## src/rtl/unit_morse_keyer.sv

```systemverilog
// Morse keyer: buffers ASCII characters in a small FIFO and keys them out
// as International Morse with unit-accurate mark, element, character and
// word spacing.
module unit_morse_keyer #(
    parameter int UNIT_CYCLES    = 1000,
    parameter int FIFO_DEPTH     = 4,
    parameter int WORD_GAP_UNITS = 7
) (
    input  logic       clk,
    input  logic       rst,
    input  logic       s_valid,
    input  logic [7:0] s_data,
    output logic       s_ready,
    output logic       key_out,
    output logic       busy,
    output logic       err_flag
);

    localparam int AW = $clog2(FIFO_DEPTH);
    localparam int PW = (UNIT_CYCLES > 1) ? $clog2(UNIT_CYCLES) : 1;
    localparam int UW = $clog2(WORD_GAP_UNITS) + 1;

    typedef enum logic [2:0] {IDLE, MARK, EGAP, CGAP, WGAP} state_t;

    // Returns {length, elements}; elements are right-aligned, 1 = dash.
    // A length of zero marks an unsupported code.
    function automatic logic [11:0] morse_lookup(input logic [7:0] c);
        logic [7:0] u;
        u = (c >= 8'h61 && c <= 8'h7A) ? (c - 8'h20) : c;
        case (u)
            8'h41: return {4'd2, 8'b01};      8'h42: return {4'd4, 8'b1000};
            8'h43: return {4'd4, 8'b1010};    8'h44: return {4'd3, 8'b100};
            8'h45: return {4'd1, 8'b0};       8'h46: return {4'd4, 8'b0010};
            8'h47: return {4'd3, 8'b110};     8'h48: return {4'd4, 8'b0000};
            8'h49: return {4'd2, 8'b00};      8'h4A: return {4'd4, 8'b0111};
            8'h4B: return {4'd3, 8'b101};     8'h4C: return {4'd4, 8'b0100};
            8'h4D: return {4'd2, 8'b11};      8'h4E: return {4'd2, 8'b10};
            8'h4F: return {4'd3, 8'b111};     8'h50: return {4'd4, 8'b0110};
            8'h51: return {4'd4, 8'b1101};    8'h52: return {4'd3, 8'b010};
            8'h53: return {4'd3, 8'b000};     8'h54: return {4'd1, 8'b1};
            8'h55: return {4'd3, 8'b001};     8'h56: return {4'd4, 8'b0001};
            8'h57: return {4'd3, 8'b011};     8'h58: return {4'd4, 8'b1001};
            8'h59: return {4'd4, 8'b1011};    8'h5A: return {4'd4, 8'b1100};
            8'h30: return {4'd5, 8'b11111};   8'h31: return {4'd5, 8'b01111};
            8'h32: return {4'd5, 8'b00111};   8'h33: return {4'd5, 8'b00011};
            8'h34: return {4'd5, 8'b00001};   8'h35: return {4'd5, 8'b00000};
            8'h36: return {4'd5, 8'b10000};   8'h37: return {4'd5, 8'b11000};
            8'h38: return {4'd5, 8'b11100};   8'h39: return {4'd5, 8'b11110};
            8'h2E: return {4'd6, 8'b010101};  8'h2C: return {4'd6, 8'b110011};
            8'h3A: return {4'd6, 8'b111000};  8'h3F: return {4'd6, 8'b001100};
            8'h27: return {4'd6, 8'b011110};  8'h2D: return {4'd6, 8'b100001};
            8'h2F: return {4'd5, 8'b10010};   8'h28: return {4'd5, 8'b10110};
            8'h29: return {4'd6, 8'b101101};  8'h22: return {4'd6, 8'b010010};
            8'h3D: return {4'd5, 8'b10001};   8'h2B: return {4'd5, 8'b01010};
            8'h40: return {4'd6, 8'b011010};
            default: return 12'd0;
        endcase
    endfunction

    // Packs elements into 3-bit codes, first element in bits [23:21].
    function automatic logic [23:0] build_pattern(input logic [3:0] len, input logic [7:0] bits);
        logic [23:0] p;
        logic [7:0]  b;
        p = '0;
        b = bits << (4'd8 - len);
        for (int i = 0; i < 8; i++) begin
            if (4'(i) < len) begin
                p = {p[20:0], (4'(i) == len - 4'd1), 1'b1, b[7]};
                b = b << 1;
            end else begin
                p = {p[20:0], 3'b000};
            end
        end
        return p;
    endfunction

    logic [7:0]    fifo_mem [FIFO_DEPTH];
    logic [AW-1:0] wr_ptr_q, rd_ptr_q;
    logic [AW:0]   count_q, count_d;
    logic          s_ready_q;
    logic          push, pop, fifo_empty;
    logic [7:0]    head;

    state_t        state_q, state_d;
    logic [23:0]   pat_q, pat_d;
    logic [PW-1:0] presc_q;
    logic [UW-1:0] unit_q, dur;
    logic          key_q, tick, done, fetch;
    logic [11:0]   lk;

    assign push       = s_valid && s_ready_q;
    assign fifo_empty = (count_q == '0);
    assign head       = fifo_mem[rd_ptr_q];
    assign count_d    = count_q + (AW+1)'(push) - (AW+1)'(pop);
    assign s_ready    = s_ready_q;
    assign key_out    = key_q;
    assign busy       = !(state_q == IDLE && fifo_empty);
    assign tick       = (presc_q == PW'(UNIT_CYCLES - 1));
    assign done       = tick && (unit_q == dur - UW'(1));

    // FIFO storage write (no reset needed; pointers define validity)
    always_ff @(posedge clk) begin
        if (push && !rst) fifo_mem[wr_ptr_q] <= s_data;
    end

    // FIFO pointers, occupancy and registered ready
    always_ff @(posedge clk) begin
        if (rst) begin
            wr_ptr_q  <= '0;
            rd_ptr_q  <= '0;
            count_q   <= '0;
            s_ready_q <= 1'b1;
        end else begin
            if (push) wr_ptr_q <= wr_ptr_q + AW'(1);
            if (pop)  rd_ptr_q <= rd_ptr_q + AW'(1);
            count_q   <= count_d;
            s_ready_q <= (count_d != (AW+1)'(FIFO_DEPTH));
        end
    end

    // Length of the current state in units
    always_comb begin
        dur = UW'(1);
        case (state_q)
            MARK:    dur = pat_q[21] ? UW'(3) : UW'(1);
            CGAP:    dur = UW'(3);
            WGAP:    dur = UW'(WORD_GAP_UNITS - 3);
            default: dur = UW'(1);
        endcase
    end

    // Next state; gaps that finish with data waiting fetch directly so
    // back-to-back characters get no extra idle cycle
    always_comb begin
        state_d  = state_q;
        pat_d    = pat_q;
        pop      = 1'b0;
        err_flag = 1'b0;
        fetch    = 1'b0;
        lk       = morse_lookup(head);
        case (state_q)
            IDLE: fetch = 1'b1;
            MARK: if (done) begin
                state_d = pat_q[23] ? CGAP : EGAP;
                pat_d   = pat_q << 3;
            end
            EGAP: if (done) state_d = MARK;
            CGAP, WGAP: if (done) begin
                fetch   = 1'b1;
                state_d = IDLE;
            end
            default: state_d = IDLE;
        endcase
        if (fetch && !fifo_empty) begin
            pop = 1'b1;
            if (head == 8'h20) begin
                state_d = WGAP;
            end else begin
                state_d = MARK;
                if (lk[11:8] == 4'd0) begin
                    pat_d    = build_pattern(4'd8, 8'd0);
                    err_flag = 1'b1;
                end else begin
                    pat_d = build_pattern(lk[11:8], lk[7:0]);
                end
            end
        end
    end

    // State, pattern, unit prescaler (restarted on each state entry) and key
    always_ff @(posedge clk) begin
        if (rst) begin
            state_q <= IDLE;
            pat_q   <= '0;
            presc_q <= '0;
            unit_q  <= '0;
            key_q   <= 1'b0;
        end else begin
            state_q <= state_d;
            pat_q   <= pat_d;
            key_q   <= (state_d == MARK);
            if (done || pop || state_q == IDLE) begin
                presc_q <= '0;
                unit_q  <= '0;
            end else if (tick) begin
                presc_q <= '0;
                unit_q  <= unit_q + UW'(1);
            end else begin
                presc_q <= presc_q + PW'(1);
            end
        end
    end

endmodule

```

## config.mk

```make
export PLATFORM = sky130hd
export DESIGN_NAME = unit_morse_keyer
export DESIGN_NICKNAME = d
export VERILOG_FILES = /design/src/rtl/unit_morse_keyer.sv
export SDC_FILE = /design/constraint.sdc
export NUM_CORES = 1
export LEC_CHECK = 0
export ABC_AREA = 1
export BUFFER_PORTS_ARGS = -buffer_cell sky130_fd_sc_hd__buf_2
export CAP_MARGIN = 20
export CORE_ASPECT_RATIO = 0.5
export CORE_UTILIZATION = 40
export DETAILED_ROUTE_END_ITERATION = 8
export PLACE_DENSITY_LB_ADDON = 0.2
export REMOVE_ABC_BUFFERS = 1
export SLEW_MARGIN = 30
export SYNTH_ARGS = -nofsm -noshare
export SYNTH_HDL_FRONTEND = slang
export SYNTH_SLANG_ARGS = --single-unit
export TNS_END_PERCENT = 30
```

## constraint.sdc

```tcl
create_clock -name clk -period 4.9 [get_ports clk]
set_input_delay 0.735 -clock clk [delete_from_list [all_inputs] [get_ports clk]]
set_output_delay 0.735 -clock clk [all_outputs]
set_load 0.02 [all_outputs]
```

======== Yosys cells after proc, flatten, opt, wreduce, memory -nomap -nowiden ========
Memory sizes are Yosys's and may differ from the RTL's. A register that Yosys moved wholly into a read port is not among the register bits.
Cells that the tools add are included.
word-level totals
  RAM bits ................................ 32
  memories ................................ 2
  bits in read-only memories .............. 1,152
  word-level logic and storage cells ...... 110
  output and inout bits ................... 4
  input port bits ......................... 11
  register bits ........................... 50
cells by class
  magnitude comparators ................... 10
  reductions and logical operators ........ 18
  $add $sub $neg .......................... 10
  shift-type cells ........................ 1
  mux-type cells .......................... 44
  equality and inequality tests ........... 16
memory list
  name             words  width  rd ports  clocked after memory_dff  wr ports  line  source
  (no name shown)  128    9      1         0                         0         30    case (u)
  fifo_mem         4      8      1         1                         1         77    logic [7:0] fifo_mem [FIFO_DEPTH];
operators with widths
  operator                                                           count
  2-to-1 mux 24 bit                                                  5
  2-to-1 mux 8 bit                                                   11
  2-to-1 mux 3 bit                                                   13
  == test 3 x 4 -> 1 bit, first input constant                       4
  < comparator 3 x 4 -> 1 bit, first input constant                  4
  2-to-1 mux 12 bit                                                  1
  one-hot mux 3 bit (4 select lines)                                 1
  adder 10 x 1 -> 10 bit, second input constant                      1
  == test 10 bit, second input constant                              1
  one-hot mux 3 bit (3 select lines)                                 1
  == test 2 x 4 -> 1 bit, first input constant                       2
  == test 8 x 6 -> 1 bit, second input constant                      1
  greater-or-equal comparator 8 x 7 -> 1 bit, second input constant  1
  less-or-equal comparator 8 x 7 -> 1 bit, second input constant     1
  zero test 4 bit                                                    2
  < comparator 1 x 4 -> 1 bit, first input constant                  2
  < comparator 2 x 4 -> 1 bit, first input constant                  2
  2-to-1 mux 1 bit                                                   8
  left shift 8 x 4 -> 8 bit                                          1
  subtractor 4 x 1 -> 4 bit, second input constant                   2
  subtractor 8 x 6 -> 8 bit, second input constant                   1
  == test 3 x 1 -> 1 bit, second input constant                      2
  == test 3 x 2 -> 1 bit, second input constant                      2
  logical AND 1 bit                                                  6
  other kinds (16)                                                   24

======== Logic depth before layout (Yosys ltp) ========
An unclocked memory read counts as a cell.
  depth in word-level cells ............... 21
  gate-level depth with buffers ........... 34
  mapped depth without buffers ............ 31

======== Worst setup path before layout ========
Ideal clock, no wire load.
  path type ............................... reg-to-reg
  from .................................... register with a tool-made name
  to ...................................... register pat_q[3]
  stages on the path, launching flop included .. 31
  arrival ................................. 3,509 ps
  period minus slack after synthesis ...... 3,626 ps
  required time ........................... 4,783 ps
  path slack .............................. 1,274 ps
  buffers on the path ..................... 4
  library setup time ...................... 117 ps
  cells stage by stage .................... dfxtp_1 -> buf_6 -> inv_6 -> buf_6 -> nand2_1 -> nand2_1 -> nand2_1 -> nand2_1 -> ha_1 -> a21oi_2 -> nand2_2 -> nand3_4 -> nand2_4 -> buf_6 -> o21ai_2 -> nand3_4 -> ha_1 -> clkbuf_1 -> inv_1 -> nand2_1 -> nand2_2 -> nand2_2 -> nand3_1 -> nand3_1 -> nand2_1 -> nand2_1 -> nand3_2 -> nand2_1 -> nand3_1 -> nand3_1 -> nand2_1
RTL lines
  element               line  source
  to (signal assigned)  180   pat_q <= pat_d;
  to (decl)             85    logic [23:0] pat_q, pat_d;

==> results.py <==
metrics = {
    "worst_setup_path": {
        "regToRegEndpoint": "pat_q[6]$_SDFF_PP0_",
        "cp-end-kind": "primary output",
        "crit_family": "simple AND/OR/NAND/NOR gates",
        "worst-setup-path-type": "reg -> out",
        "path_depth": 17,
        "reg2reg_depth": 28,
        "critPathLaunchType": "register",
        "critPathCapture": "err_flag",
        "worstPathMaxFanout": 14,
        "path_cells": "buf_4 > inv_2 > nand3_1 > nand2_1 > ha_1 > a21oi_2 > nand2_2 > nand4_1 > nand2_2 > inv_2 > nand2_1 > nand3_4 > ha_1 > ha_2 > inv_1 > nor2_1 > buf_2",
        "max_stage_delay_ns": 0.31,
        "rrSetupSlack_ns": 0.85,
        "worst_ep_arrival_time_ns": 3.65,
        "cp.buffers_inverters": 5,
        "cp.required_ns": 4.16,
        "slowest_stage": "dfxtp_1",
    },
    "yosys": {
        "synth_mux_area_frac": 0.001876,
        "synth-main-ff-cell": "dfxtp_1",
        "synth_xor_area_frac": 0.01805,
        "syn_area_um2": 5336,
        "ys_types": 46,
        "synthAdderAreaFrac": 0.06706,
        "yosys.area_share.simple": 0.3988,
        "yosysTopAreaCell": "edfxtp_1",
        "syn_inst": 746,
        "post-synth-top-area-fraction": 0.1801,
        "ys_warn_count": 0,
        "synth_edf_count": 32,
        "syn_avg_cell_area_um2": 7.153,
        "ys_async_sr_fraction": 0,
        "synth_compound_area_frac": 0.07948,
        "ys_seq_area_frac": 0.3451,
        "ys_ff_latch": 76,
        "synth_top_family_by_area": "simple AND/OR/NAND/NOR gates",
        "synth_area_leaders": "edfxtp_1, dfxtp_1, nand2_1, nand3_1, ha_1",
    },
    "global_routing": {
        "grt_overflow": 0,
        "grt_pass1_wl_um": 20470,
        "grt_start_max_net_pins": 20,
        "grt_pass1_vias": 4321,
        "gr-usage-all-layers": 0.1838,
        "grt_antenna_before_repair": 0,
    },
    "clock_tree": {
        "clk_path_buf_depth": 2,
        "clk_latency_ns": 0.33,
        "cts_tree": "built",
        "cts_resized": 0,
        "cts_sinks": 76,
        "h-tree-depth": 3,
        "cts_hold_buf": 0,
        "postCtsSetupBuffers": 0,
        "cts-root-buf": "clkbuf_16",
        "cts_made_buffers": 9,
        "path_clk_slew_ns": 0.06,
    },
    "sta": {
        "period_needed_ns": 4.390,
        "fin_crit_sh": 0.8959,
        "hold_ws_ns": 0.4506,
        "fin_ws_ns": 0.5101,
        "clock_skew_ns": 0.01210,
        "worst_pin_slew_ns": 0.8662,
        "tns_ns": 0,
        "drv_slew": 0,
        "max_freq_mhz": 227.8,
        "maxSlewHeadroom": 0.4204,
        "hold_violations": 0,
        "rsz0062_at_grt": "no",
        "setup_viol": 0,
    },
    "final_layout": {
        "layout.nets": 793,
        "area_growth_pct": 9.215,
        "n_antenna_cell": 0,
        "final_cell_mix": "nand2_1, nand3_1, inv_1",
        "drive_above_1_share": 0.1173,
        "fillers": 1307,
        "final_common_cell": "nand2_1",
    },
    "detailed_routing": {
        "antenna_left": 0,
        "drc_errors": 0,
        "wl_per_cell_um": 12.81,
        "wl_um": 11900,
        "post_drt_via_cell_ratio": 4.984,
        "first_iter_violations": 269,
        "dr.pass1.iters": 5,
        "vias": 4630,
    },
    "floorplanning": {
        "core_um2": 12840,
        "ios": 15,
        "dieArea_um2": 13840,
        "die_y_um": 83.68,
        "initial_core_util": 0.4154,
        "chipWidth_um": 165.3,
        "row_count": 29,
    },
    "run": {
        "cap_viol_max_count": 0,
    },
    "placement": {
        "post-place-ws_ns": 0.4097,
        "dp_hpwl_um": 8825,
        "gp_congestion": 0.8852,
        "port-buffer-count": 14,
    },
    "run_status": {
        "outcome": "complete, no violations",
    },
    "hold_path": {
        "hold_path_class": "reg -> reg",
    },
}
==> routing by layer <==
layer / part of all wire / global-route usage / up-vias
li1: - / - / 2454
met1: 0.51 / 0.2596 / 2084
met2: 0.44 / 0.2887 / 86
met3: 0.049 / 0.03676 / 6
met4: 0.0047 / 0.03802 / 0
met5: 0 / 0 / -
==> how the worst min path moves through the flow <==
| stage | slack (ns) | start | to | cells after the start |
|---|---|---|---|---|
| 4_1_cts | 0.45 | presc_q[0]$_SDFF_PP0_ | presc_q[0]$_SDFF_PP0_ | 1 |
| 5_1_grt | 0.47 | presc_q[0]$_SDFF_PP0_ | presc_q[0]$_SDFF_PP0_ | 1 |
| 6_report | 0.45 | presc_q[0]$_SDFF_PP0_ | presc_q[0]$_SDFF_PP0_ | 1 |
| 3_3_place_gp | 0.43 | presc_q[0]$_SDFF_PP0_ | presc_q[0]$_SDFF_PP0_ | 1 |
| 3_5_place_dp | 0.44 | presc_q[0]$_SDFF_PP0_ | presc_q[0]$_SDFF_PP0_ | 1 |
| 2_1_floorplan | 0.42 | presc_q[0]$_SDFF_PP0_ | presc_q[0]$_SDFF_PP0_ | 1 |
==> flip-flops by register name (all words and copies together), names as in the netlist, named ones only <==
signal and cells:
key_out 1, s_ready 1, pat_q 16, rd_ptr_q 2, count_q 3, fifo_mem 32
unit_q 4, wr_ptr_q 2, state_q 3, presc_q 10
==> Yosys cell counts, types with 2 or more instances <==
master / number
nand2_1: 226
nand3_1: 92
inv_1: 77
nor2_1: 70
dfxtp_1: 44
edfxtp_1: 32
ha_1: 27
o21ai_0: 25
a21oi_1: 19
nand2_2: 12
nand3_2: 11
nand4_1: 11
xor2_1: 9
clkbuf_1: 8
buf_6: 7
nand2_4: 7
o21ai_1: 7
o211ai_1: 6
buf_2: 5
inv_2: 5
nand3_4: 5
nor3_1: 4
nor3b_1: 4
a21oi_2: 3
nor2_4: 3
o32ai_1: 3
clkinv_1: 2
inv_4: 2
nor4_1: 2
xnor2_1: 2
==> cell families after synthesis <==
| kind of cell | Yosys count |
|---|---|
| buffers and inverters | 108 |
| DFF | 76 |
| muxes | 1 |
| xor gates and xnor gates | 11 |
| adders and majority gates | 28 |
| and+or+nand+nor | 451 |
| AOI/OAI and AO/OA | 71 |
==> layout make-up <==
cell class	instances	area, um2	area share
Clock buffer	11	254.0	0.04358
Inverter	87	336.6	0.05775
Sequential cell	76	1846	0.3167
Tap cell	170	212.7	0.03650
Multi-Input combinational cell	562	3019	0.5180
Timing Repair Buffer	18	100.1	0.01717
Clock inverter	5	60.06	0.01030
==> stage by stage <==
stage | utilization | cells | area [um2]
final | 0.4537 | 929 | 5828
after CTS | 0.4532 | 929 | 5822
after detailed placement | 0.4288 | 913 | 5508
after global placement | 0.4288 | 913 | 5508
after floorplan | - | 725 | 5195
after global routing | 0.4537 | 929 | 5828
Power is left out: the tool's default activity adds up to more than one toggle a clock period on the data nets, which glitch-free logic cannot reach.
